## config.mk

```make
export PLATFORM = sky130hd
export DESIGN_NAME = note_voice_ctrl
export DESIGN_NICKNAME = d
export VERILOG_FILES = /design/src/rtl/note_voice_ctrl.sv
export SDC_FILE = /design/constraint.sdc
export NUM_CORES = 1
export LEC_CHECK = 0
export BUFFER_PORTS_ARGS = -buffer_cell sky130_fd_sc_hd__buf_2
export CAP_MARGIN = 5
export CORE_MARGIN = 2
export CORE_UTILIZATION = 55
export DETAILED_ROUTE_END_ITERATION = 10
export GPL_ROUTABILITY_DRIVEN = 1
export PLACE_DENSITY = 0.75
export SYNTH_ARGS = -nofsm -noshare
export SYNTH_HDL_FRONTEND = slang
export SYNTH_SLANG_ARGS = --single-unit
```

## constraint.sdc

```tcl
create_clock -name clk_5MHz -period 2.5 [get_ports clk_5MHz]
set_clock_uncertainty 0.05 [all_clocks]
set_input_delay 0.5 -clock clk_5MHz [delete_from_list [all_inputs] [get_ports clk_5MHz]]
set_output_delay 0.5 -clock clk_5MHz [all_outputs]
set_load 0.01 [all_outputs]
```

## src/rtl/note_voice_ctrl.sv

```systemverilog
// ============================================================================
// Module      : note_voice_ctrl
// Description : Debounced key-code to single-voice tone controller with
//               retrigger and stepped volume release envelope.
// Revision    : 1.0 - initial release
// ============================================================================
`default_nettype none

module note_voice_ctrl #(
    parameter int CLK_PER_MS      = 5000,
    parameter int DEBOUNCE_MS     = 10,
    parameter int RELEASE_STEP_MS = 4
) (
    input  logic        clk_5MHz,
    input  logic        rst,
    input  logic [4:0]  notecode,
    output logic        tone_en,
    output logic [14:0] half_period,
    output logic [4:0]  active_note,
    output logic [3:0]  volume
);

    localparam int c_TICK_W = (CLK_PER_MS > 1) ? $clog2(CLK_PER_MS) : 1;
    localparam int c_DEB_W  = $clog2(DEBOUNCE_MS + 1);
    localparam int c_STEP_W = $clog2(RELEASE_STEP_MS + 1);

    localparam logic [c_TICK_W-1:0] c_TICK_LAST = c_TICK_W'(CLK_PER_MS - 1);
    localparam logic [c_DEB_W-1:0]  c_DEB_DONE  = c_DEB_W'(DEBOUNCE_MS);
    localparam logic [c_STEP_W-1:0] c_STEP_LAST = c_STEP_W'(RELEASE_STEP_MS - 1);

    typedef enum logic [1:0] {
        S_IDLE    = 2'd0,
        S_PLAY    = 2'd1,
        S_RELEASE = 2'd2
    } state_t;

    state_t              r_state;
    logic [c_TICK_W-1:0] r_tick_cnt;
    logic [4:0]          r_cand;
    logic [c_DEB_W-1:0]  r_stable_cnt;
    logic [c_STEP_W-1:0] r_step_cnt;
    logic [4:0]          r_active_note;
    logic [3:0]          r_volume;
    logic                r_tone_en;
    logic [14:0]         r_half_period;

    logic                w_tick;
    logic [4:0]          w_code;
    logic                w_stable;
    logic                w_press;

    assign w_tick   = (r_tick_cnt == c_TICK_LAST);
    assign w_code   = (notecode > 5'd21) ? 5'd0 : notecode;
    assign w_stable = (r_stable_cnt == c_DEB_DONE);
    assign w_press  = w_stable && (r_cand != 5'd0);

    function automatic logic [14:0] f_half_period(input logic [4:0] note);
        logic [14:0] hp;
        hp = 15'd0;
        case (note)
            5'd1:  hp = 15'd19111;
            5'd2:  hp = 15'd17026;
            5'd3:  hp = 15'd15169;
            5'd4:  hp = 15'd14317;
            5'd5:  hp = 15'd12755;
            5'd6:  hp = 15'd11364;
            5'd7:  hp = 15'd10124;
            5'd8:  hp = 15'd9555;
            5'd9:  hp = 15'd8513;
            5'd10: hp = 15'd7584;
            5'd11: hp = 15'd7158;
            5'd12: hp = 15'd6378;
            5'd13: hp = 15'd5682;
            5'd14: hp = 15'd5062;
            5'd15: hp = 15'd4778;
            5'd16: hp = 15'd4257;
            5'd17: hp = 15'd3792;
            5'd18: hp = 15'd3579;
            5'd19: hp = 15'd3189;
            5'd20: hp = 15'd2841;
            5'd21: hp = 15'd2531;
            default: hp = 15'd0;
        endcase
        return hp;
    endfunction

    always_ff @(posedge clk_5MHz or posedge rst) begin
        if (rst) begin
            r_tick_cnt <= '0;
        end else if (w_tick) begin
            r_tick_cnt <= '0;
        end else begin
            r_tick_cnt <= r_tick_cnt + c_TICK_W'(1);
        end
    end

    // A code change restarts the hold window; acceptance is lost at the same edge.
    always_ff @(posedge clk_5MHz or posedge rst) begin
        if (rst) begin
            r_cand       <= 5'd0;
            r_stable_cnt <= '0;
        end else if (w_code != r_cand) begin
            r_cand       <= w_code;
            r_stable_cnt <= '0;
        end else if (w_tick && !w_stable) begin
            r_stable_cnt <= r_stable_cnt + c_DEB_W'(1);
        end
    end

    always_ff @(posedge clk_5MHz or posedge rst) begin
        if (rst) begin
            r_state       <= S_IDLE;
            r_step_cnt    <= '0;
            r_active_note <= 5'd0;
            r_volume      <= 4'd0;
            r_tone_en     <= 1'b0;
        end else begin
            case (r_state)
                S_IDLE: begin
                    if (w_press) begin
                        r_state       <= S_PLAY;
                        r_active_note <= r_cand;
                        r_volume      <= 4'd15;
                        r_tone_en     <= 1'b1;
                    end
                end
                S_PLAY: begin
                    if (w_stable) begin
                        if (r_cand == 5'd0) begin
                            r_state    <= S_RELEASE;
                            r_step_cnt <= '0;
                        end else if (r_cand != r_active_note) begin
                            r_active_note <= r_cand;
                            r_volume      <= 4'd15;
                        end
                    end
                end
                S_RELEASE: begin
                    // A new key wins over a pending envelope step in the same cycle.
                    if (w_press) begin
                        r_state       <= S_PLAY;
                        r_active_note <= r_cand;
                        r_volume      <= 4'd15;
                    end else if (w_tick) begin
                        if (r_step_cnt == c_STEP_LAST) begin
                            r_step_cnt <= '0;
                            if (r_volume <= 4'd1) begin
                                r_state       <= S_IDLE;
                                r_volume      <= 4'd0;
                                r_active_note <= 5'd0;
                                r_tone_en     <= 1'b0;
                            end else begin
                                r_volume <= r_volume - 4'd1;
                            end
                        end else begin
                            r_step_cnt <= r_step_cnt + c_STEP_W'(1);
                        end
                    end
                end
                default: begin
                    r_state       <= S_IDLE;
                    r_active_note <= 5'd0;
                    r_volume      <= 4'd0;
                    r_tone_en     <= 1'b0;
                end
            endcase
        end
    end

    always_ff @(posedge clk_5MHz or posedge rst) begin
        if (rst) begin
            r_half_period <= 15'd0;
        end else begin
            r_half_period <= f_half_period(r_active_note);
        end
    end

    assign tone_en     = r_tone_en;
    assign half_period = r_half_period;
    assign active_note = r_active_note;
    assign volume      = r_volume;

endmodule

`default_nettype wire
```

==> metrics.txt, run 1 <==
status complete, no violations; overall die area 0.00594 mm2; Final Hold Fails 0; prevailing post-synth register cell dfrtp_1; Synth top area share 44.3%; DR pass1 iterations 4; main combinational cell family by area after synthesis simple AND/OR/NAND/NOR gates; Fill cells 456; Max stage delay on crit path between 0.5 and 0.6 ns; power share of the combinational group 5.8%; Syn Area/Cell 9.60 um2; Final Cycle Share 92.5%; Flop pwr share 59.5%; Core ar. a little over 0.005 mm2; hold_ws about 0.19 ns; CP Cell Sequence ha_1, or4bb_1, nor3_4, and4_1, o21ai_4, mux2_4; GPL Wtd Cong just over 0.9; Post-DP HPWL about 4400 um; worst rel slew slack 61.8%; nets 358; Die Y-Extent 77.1 um; setup ws final 0.187 ns; slew of the pin with the lowest slew margin 0.572 ns; setup bufs post-CTS 0; Clock Path Buffers 2; CTS root buf clkbuf_8; layout cells sized above 1 16.2%; Mapped Nets 325; crit path capture type flip-flop; CTS resizes 0; H-tree Lvls 2; PD cells 438 mW/mm2; initial core utilization 57.2%; first-pass GRT wire length 10600 um; pre-CTS setup slack 0.219 ns; Post-synth top cells dfrtp_1, nor2_1, nand2_1; worst endpoint required time around 2.7 ns; Max Cap Violations 0; first-iteration detailed-routing DRC count 117; hold buffers post-CTS 0; met2 routed WL 2970 um; Synth cell types 52; met1 wire length 2770 um; fin crit period 2.31 ns; Syn Inst Count 306; remaining global-route overflow 0; number of synthesized flops with an enable pin 0; P_leak 1.58 nW; vias in the first global route 2337; total number of vias 2346; setup_tns 0 ns; crit path from r_tick_cnt[0]; Buf/Inv on CP 0; Row Count 26; Syn. warnings 0; Final setup violation count 0; metal3 WL around 190 um; initial antenna violation count 0; RR Startpoint r_tick_cnt[0]; Via density 5.72; highest routed layer met4; xor and xnor area share after synthesis ~6.3%; fraction of the mapped netlist area in adder cells 5.11%; Worst-path clk slew 0.10 ns; GR Util All Layers 21.9%; simple-gate share of the synthesized area 19.5%; worst ir drop on vdd 0.318 mV; RSZ-0062 raised after global routing false; CP max FO 6; area delta synth->final 12.2%; Compound-Gate Fraction of Synth Area 14.9%; DRT antenna net count 0; sw frac 23.4%; Critical Path AT approximately 2.5 ns; CTS Sinks 52; # diodes 0; count leader, synth dfrtp_1; placed instance area between 0.003 and 0.004 mm2; I/O pin total 32; mapped cell area just under 0.003 mm2; I/O Buffers 31; P_int between 1 and 1.5 mW; top post-synthesis cells by area dfrtp_1, ha_1, nor2_1; Top delay family on crit path simple AND/OR/NAND/NOR gates; clock share of power 34.7%; Startpoint Class flip-flop; Final Max Slew Viols 0; leading area contributor after synthesis dfrtp_1; post-synthesis sequential area ratio about 44%; Num CTS Buffers 5; WS Path Type flip-flop to flip-flop; pin count of the biggest net entering global routing 28; chip width 77.1 um; clk_lat worst skew 0.31 ns; slowest cell on the critical path or4bb_1; worst hold path class input pin to asynchronous set/reset pin; Post-Route WL 6070 um; mux cell area share after synthesis 6.22%; CTS tree built; Final Power 1.45 mW; Highest Clock Rate 432 MHz; Switch Pwr 0.338 mW; post-DR wirelength/cell 14.8 um; residual DRC count 0; Final Cell Area 0.00330 mm2; synthesis-stage register bit count 52; Async SR Flop Fraction 100%
[sequential cells by signal (all words and copies together) (netlist names)]
| name | flops |
|---|---|
| tone_en | 1 |
| half_period | 15 |
| active_note | 5 |
| r_stable_cnt | 4 |
| r_tick_cnt | 13 |
| r_cand | 5 |
| r_step_cnt | 3 |
| volume | 4 |
| r_state | 2 |
[area by class of cell]
class,count,area [um2],share of cell area (%)
Inverter,15,56.3,1.71
Timing Repair Buffer,39,228,6.91
Multi-Input combinational cell,226,1530,46.4
Clock inverter,1,7.51,0.228
Tap cell,70,87.6,2.66
Sequential cell,52,1300,39.5
Clock buffer,7,86.3,2.62
[layout by cell type (no fill, tap or decap), types with 3 or more instances in the layout]
cell	count
and3_1	5
mux2i_1	10
nand4_1	6
clkbuf_8	6
buf_4	7
nand2b_1	5
inv_1	14
and2_1	5
a21oi_1	15
mux2_1	4
nor3_1	6
nand2_1	18
o22ai_1	7
o21ai_0	16
buf_2	31
o32ai_1	3
a211oi_1	3
xor2_1	12
nor2_1	32
nand3_1	12
dfrtp_1	52
a31oi_1	4
nor2b_1	5
xnor2_1	9
o21ai_1	3
ha_1	12
[path summary, 6_finish.rpt]
check                                 end  slack, ns  cells after the start
hold reg to reg             r_step_cnt[0]       0.44                      1
hold / removal                  volume[1]       0.19                      2
min in group clk_5MHz           r_cand[3]       0.38                      2
setup / recovery           active_note[2]       0.19                      6
max in group asynchronous       r_cand[2]       1.66                      3
setup reg to reg           active_note[2]       0.19                      6
[metal layers]
metal  up-vias  global-route usage, %
li1       1161                      -
met2        48                   37.0
met4         0                   9.11
met3        14                   3.29
met1      1123                   28.2
met5         -                      0
[cells by family after synthesis]
family	Yosys count
flops	52
simple gates	109
compound gates	68
fa+ha+maj	12
buf+inv	28
xor+xnor	21
mux	16
[power by group through the flow]
stage	Sequential, mW	Combinational [mW]	Clock [mW]
finish	0.860	0.0834	0.502
global route	0.862	0.0962	0.547
CTS	0.860	0.0855	0.513
detailed placement	0.877	0.0852	0
global placement	0.876	0.0841	0
floorplan	0.876	0.0537	0
[metrics by stage]
step	util, %	cells
6_report	64.1	410
3_3_place_gp	62.3	402
5_1_grt	64.1	410
4_1_cts	64.1	410
2_1_floorplan	-	306
3_5_place_dp	62.3	402
Note: power is estimated with default switching activity, not from simulation.
==> run 2: changes to the inputs <==
--- a/config.mk
+++ b/config.mk
@@ -5,6 +5,7 @@
 export SDC_FILE = /design/constraint.sdc
 export NUM_CORES = 1
 export LEC_CHECK = 0
+export ABC_AREA = 1
 export BUFFER_PORTS_ARGS = -buffer_cell sky130_fd_sc_hd__buf_2
 export CAP_MARGIN = 5
 export CORE_MARGIN = 2
==> run 2 against run 1 <==
Compared with the run above:
- utilization is 0.44 points lower
- cell count increased by 24%
- critical path type unchanged
- largest power group unchanged
- critical path depth increased by 4
- synthesized cell count rose by 31%
- design area increased by 5.1%
- routed wire length increased by 4.6%
- critical endpoint unchanged
- die area up 4.4%
==> metrics.txt, run 2 <==
status complete, no violations; PD cells 458 mW/mm2 (+4.5%); remaining global-route overflow 0 (unchanged); number of synthesized flops with an enable pin 0 (unchanged); mapped cell area 0.00307 mm2 (+4.6%); most frequent cells in the layout nand2_1, dfrtp_1, nor2_1; Worst-path clk slew 0.09 ns (about the same); post-synthesis sequential area ratio 42.3% (-2.0 points); H-tree Lvls 2 (unchanged); CTS root buf clkbuf_8; Flop pwr share 53.7% (-5.8 points); Synth cell types 37 (-29%); count leader, synth nand2_1; CTS resizes 0 (unchanged); Startpoint Class flip-flop; RR Startpoint active_note[2]; Syn. warnings 0 (unchanged); RSZ-0062 raised after global routing false; total number of vias 2668 (+14%); GPL Wtd Cong 0.929 (-0.64%); prevailing post-synth register cell dfrtp_1; nets 457 (+28%); Switch Pwr 0.326 mW (-3.5%); Post-DP HPWL 4760 um (+8.7%); Final setup violation count 0 (unchanged); first-pass GRT wire length 11100 um (+4.0%); synthesis-stage register bit count 52 (unchanged); setup_tns 0 ns (unchanged); Mapped Nets 421 (+30%); Final Power 1.59 mW (+9.8%); r2r setup slk 0.62 ns (+0.43 ns); slew of the pin with the lowest slew margin 0.571 ns (-0.000155 ns); P_int 1.26 mW (+14%); # diodes 0 (unchanged); hold buffers post-CTS 0 (unchanged); Syn Inst Count 402 (+31%); Critical Path AT 2.09 ns (-0.38 ns); power share of the combinational group 4.2% (-1.6 points); CP max FO 19 (+13); sw frac 20.5% (-2.8 points); Syn Area/Cell 7.65 um2 (-20%); Final Hold Fails 0 (unchanged); crit path capture type flip-flop; CTS Sinks 52 (unchanged); Via density 5.23 (-8.6%); P_leak 1.85 nW (+18%); Max Cap Violations 0 (unchanged); I/O pin total 32 (unchanged); clock share of power 42.2% (+7.5 points); chip width 78.8 um (+2.2%); Row Count 27 (+3.8%); WS Path Type flip-flop to flip-flop; Clock Path Buffers 2 (unchanged); Final Cycle Share 75.2% (-17 points); clk_lat worst skew 0.31 ns (about the same); post-DR wirelength/cell 12.5 um (-16%); CTS tree built; Synth top area share 42.3% (-2.0 points); Highest Clock Rate 532 MHz (+23%); Num CTS Buffers 5 (unchanged); residual DRC count 0 (unchanged); pin count of the biggest net entering global routing 28 (unchanged); area delta synth->final 12.7%; initial antenna violation count 0 (unchanged); Post-Route WL 6350 um (+4.6%); most common cell after layout, fill and taps aside nand2_1; overall die area 0.00620 mm2 (+4.4%); DR pass1 iterations 4 (unchanged); Post-synth top cells nand2_1, dfrtp_1, inv_1, nor2_1, nand3_1; worst rel slew slack 61.9% (+0.066 points); Core ar. 0.00544 mm2 (+5.8%); cell depth of the worst flop-to-flop path 10 (+4); GR Util All Layers 22.5% (+0.62 points); Final Max Slew Viols 0 (unchanged); layout cells sized above 1 15.5% (-0.65 points); fin crit period 1.88 ns (-0.432 ns); setup bufs post-CTS 0 (unchanged); Die Y-Extent 78.8 um (+2.2%); worst ir drop on vdd 0.223 mV (-30%); I/O Buffers 31 (unchanged); initial core utilization 56.5% (-0.64 points); Async SR Flop Fraction 100% (unchanged); first-iteration detailed-routing DRC count 184 (+57%); DRT antenna net count 0 (unchanged); worst endpoint required time 2.71 ns (+0.05 ns); worst hold path class input pin to asynchronous set/reset pin; RR Endpoint active_note[2]; leading area contributor after synthesis dfrtp_1; vias in the first global route 2483 (+6.2%); top post-synthesis cells by area dfrtp_1, nand2_1, inv_1; max FFs per register 15 (unchanged)
[run 2: routing by layer]
metal	share of wire (%)	track usage, %
met1	47	29.4
met2	48	38.0
met3	3.2	4.66
met4	1.0	6.49
met5	0	0
[run 2: how the worst max path moves through the flow]
stage | from | end | slack, ns
6_report | active_note[2] | active_note[2] | 0.62
5_1_grt | active_note[2] | active_note[2] | 0.42
4_1_cts | active_note[2] | active_note[2] | 0.65
3_5_place_dp | active_note[2] | active_note[2] | 0.68
3_3_place_gp | active_note[1] | half_period[2] | 0.66
2_1_floorplan | rst | active_note[0] | 0.69
[run 2: kinds of logic after synthesis]
kind of cell | Yosys count | share of synthesized area, %
adders and majority gates | 12 | 4.88
AOI/OAI and AO/OA | 53 | 11.0
DFF | 52 | 42.3
xor gates and xnor gates | 13 | 3.70
and+or+nand+nor | 207 | 29.9
buffers and inverters | 65 | 8.18
[run 2: final cells by class]
| class | count | area [um2] |
|---|---|---|
| clock buffers | 5 | 68.8 |
| clock inverters | 2 | 60.1 |
| fillers | 485 | 1970 |
| inverters | 58 | 218 |
| multi-input cells | 285 | 1520 |
| flip-flops and latches | 52 | 1300 |
| well taps | 72 | 90.1 |
| repair buffers | 36 | 205 |
[run 2: power by group through the flow]
stage	Sequential [mW]	Clock, mW	Combinational [mW]
detailed placement	0.868	0	0.0680
finish	0.851	0.669	0.0661
floorplan	0.866	0	0.0464
global route	0.852	0.725	0.0778
global placement	0.867	0	0.0664
CTS	0.851	0.688	0.0682
[run 2: critical path, stage by stage (launching register included)]
cell	delay, ns
dfrtp_1	0.72
inv_2	0.19
nand2_1	0.10
nand2_1	0.05
nor2_1	0.13
nand3_1	0.09
nand2_1	0.08
nand2_2	0.14
nand3_2	0.14
nand2_1	0.06
nand2_1	0.08
[run 2: per-stage QoR]
step | instances | cell area (um2) | utilization (%) | hold WS [ns] | setup WS (ns)
after global routing | 510 | 3460 | 63.7 | 0.224 | 0.417
after global placement | 503 | 3340 | 61.3 | 0.425 | 0.658
after CTS | 510 | 3460 | 63.7 | 0.196 | 0.651
final | 510 | 3460 | 63.7 | 0.184 | 0.619
after detailed placement | 503 | 3340 | 61.3 | 0.445 | 0.682
after floorplan | 402 | 3070 | - | 0.407 | 0.692
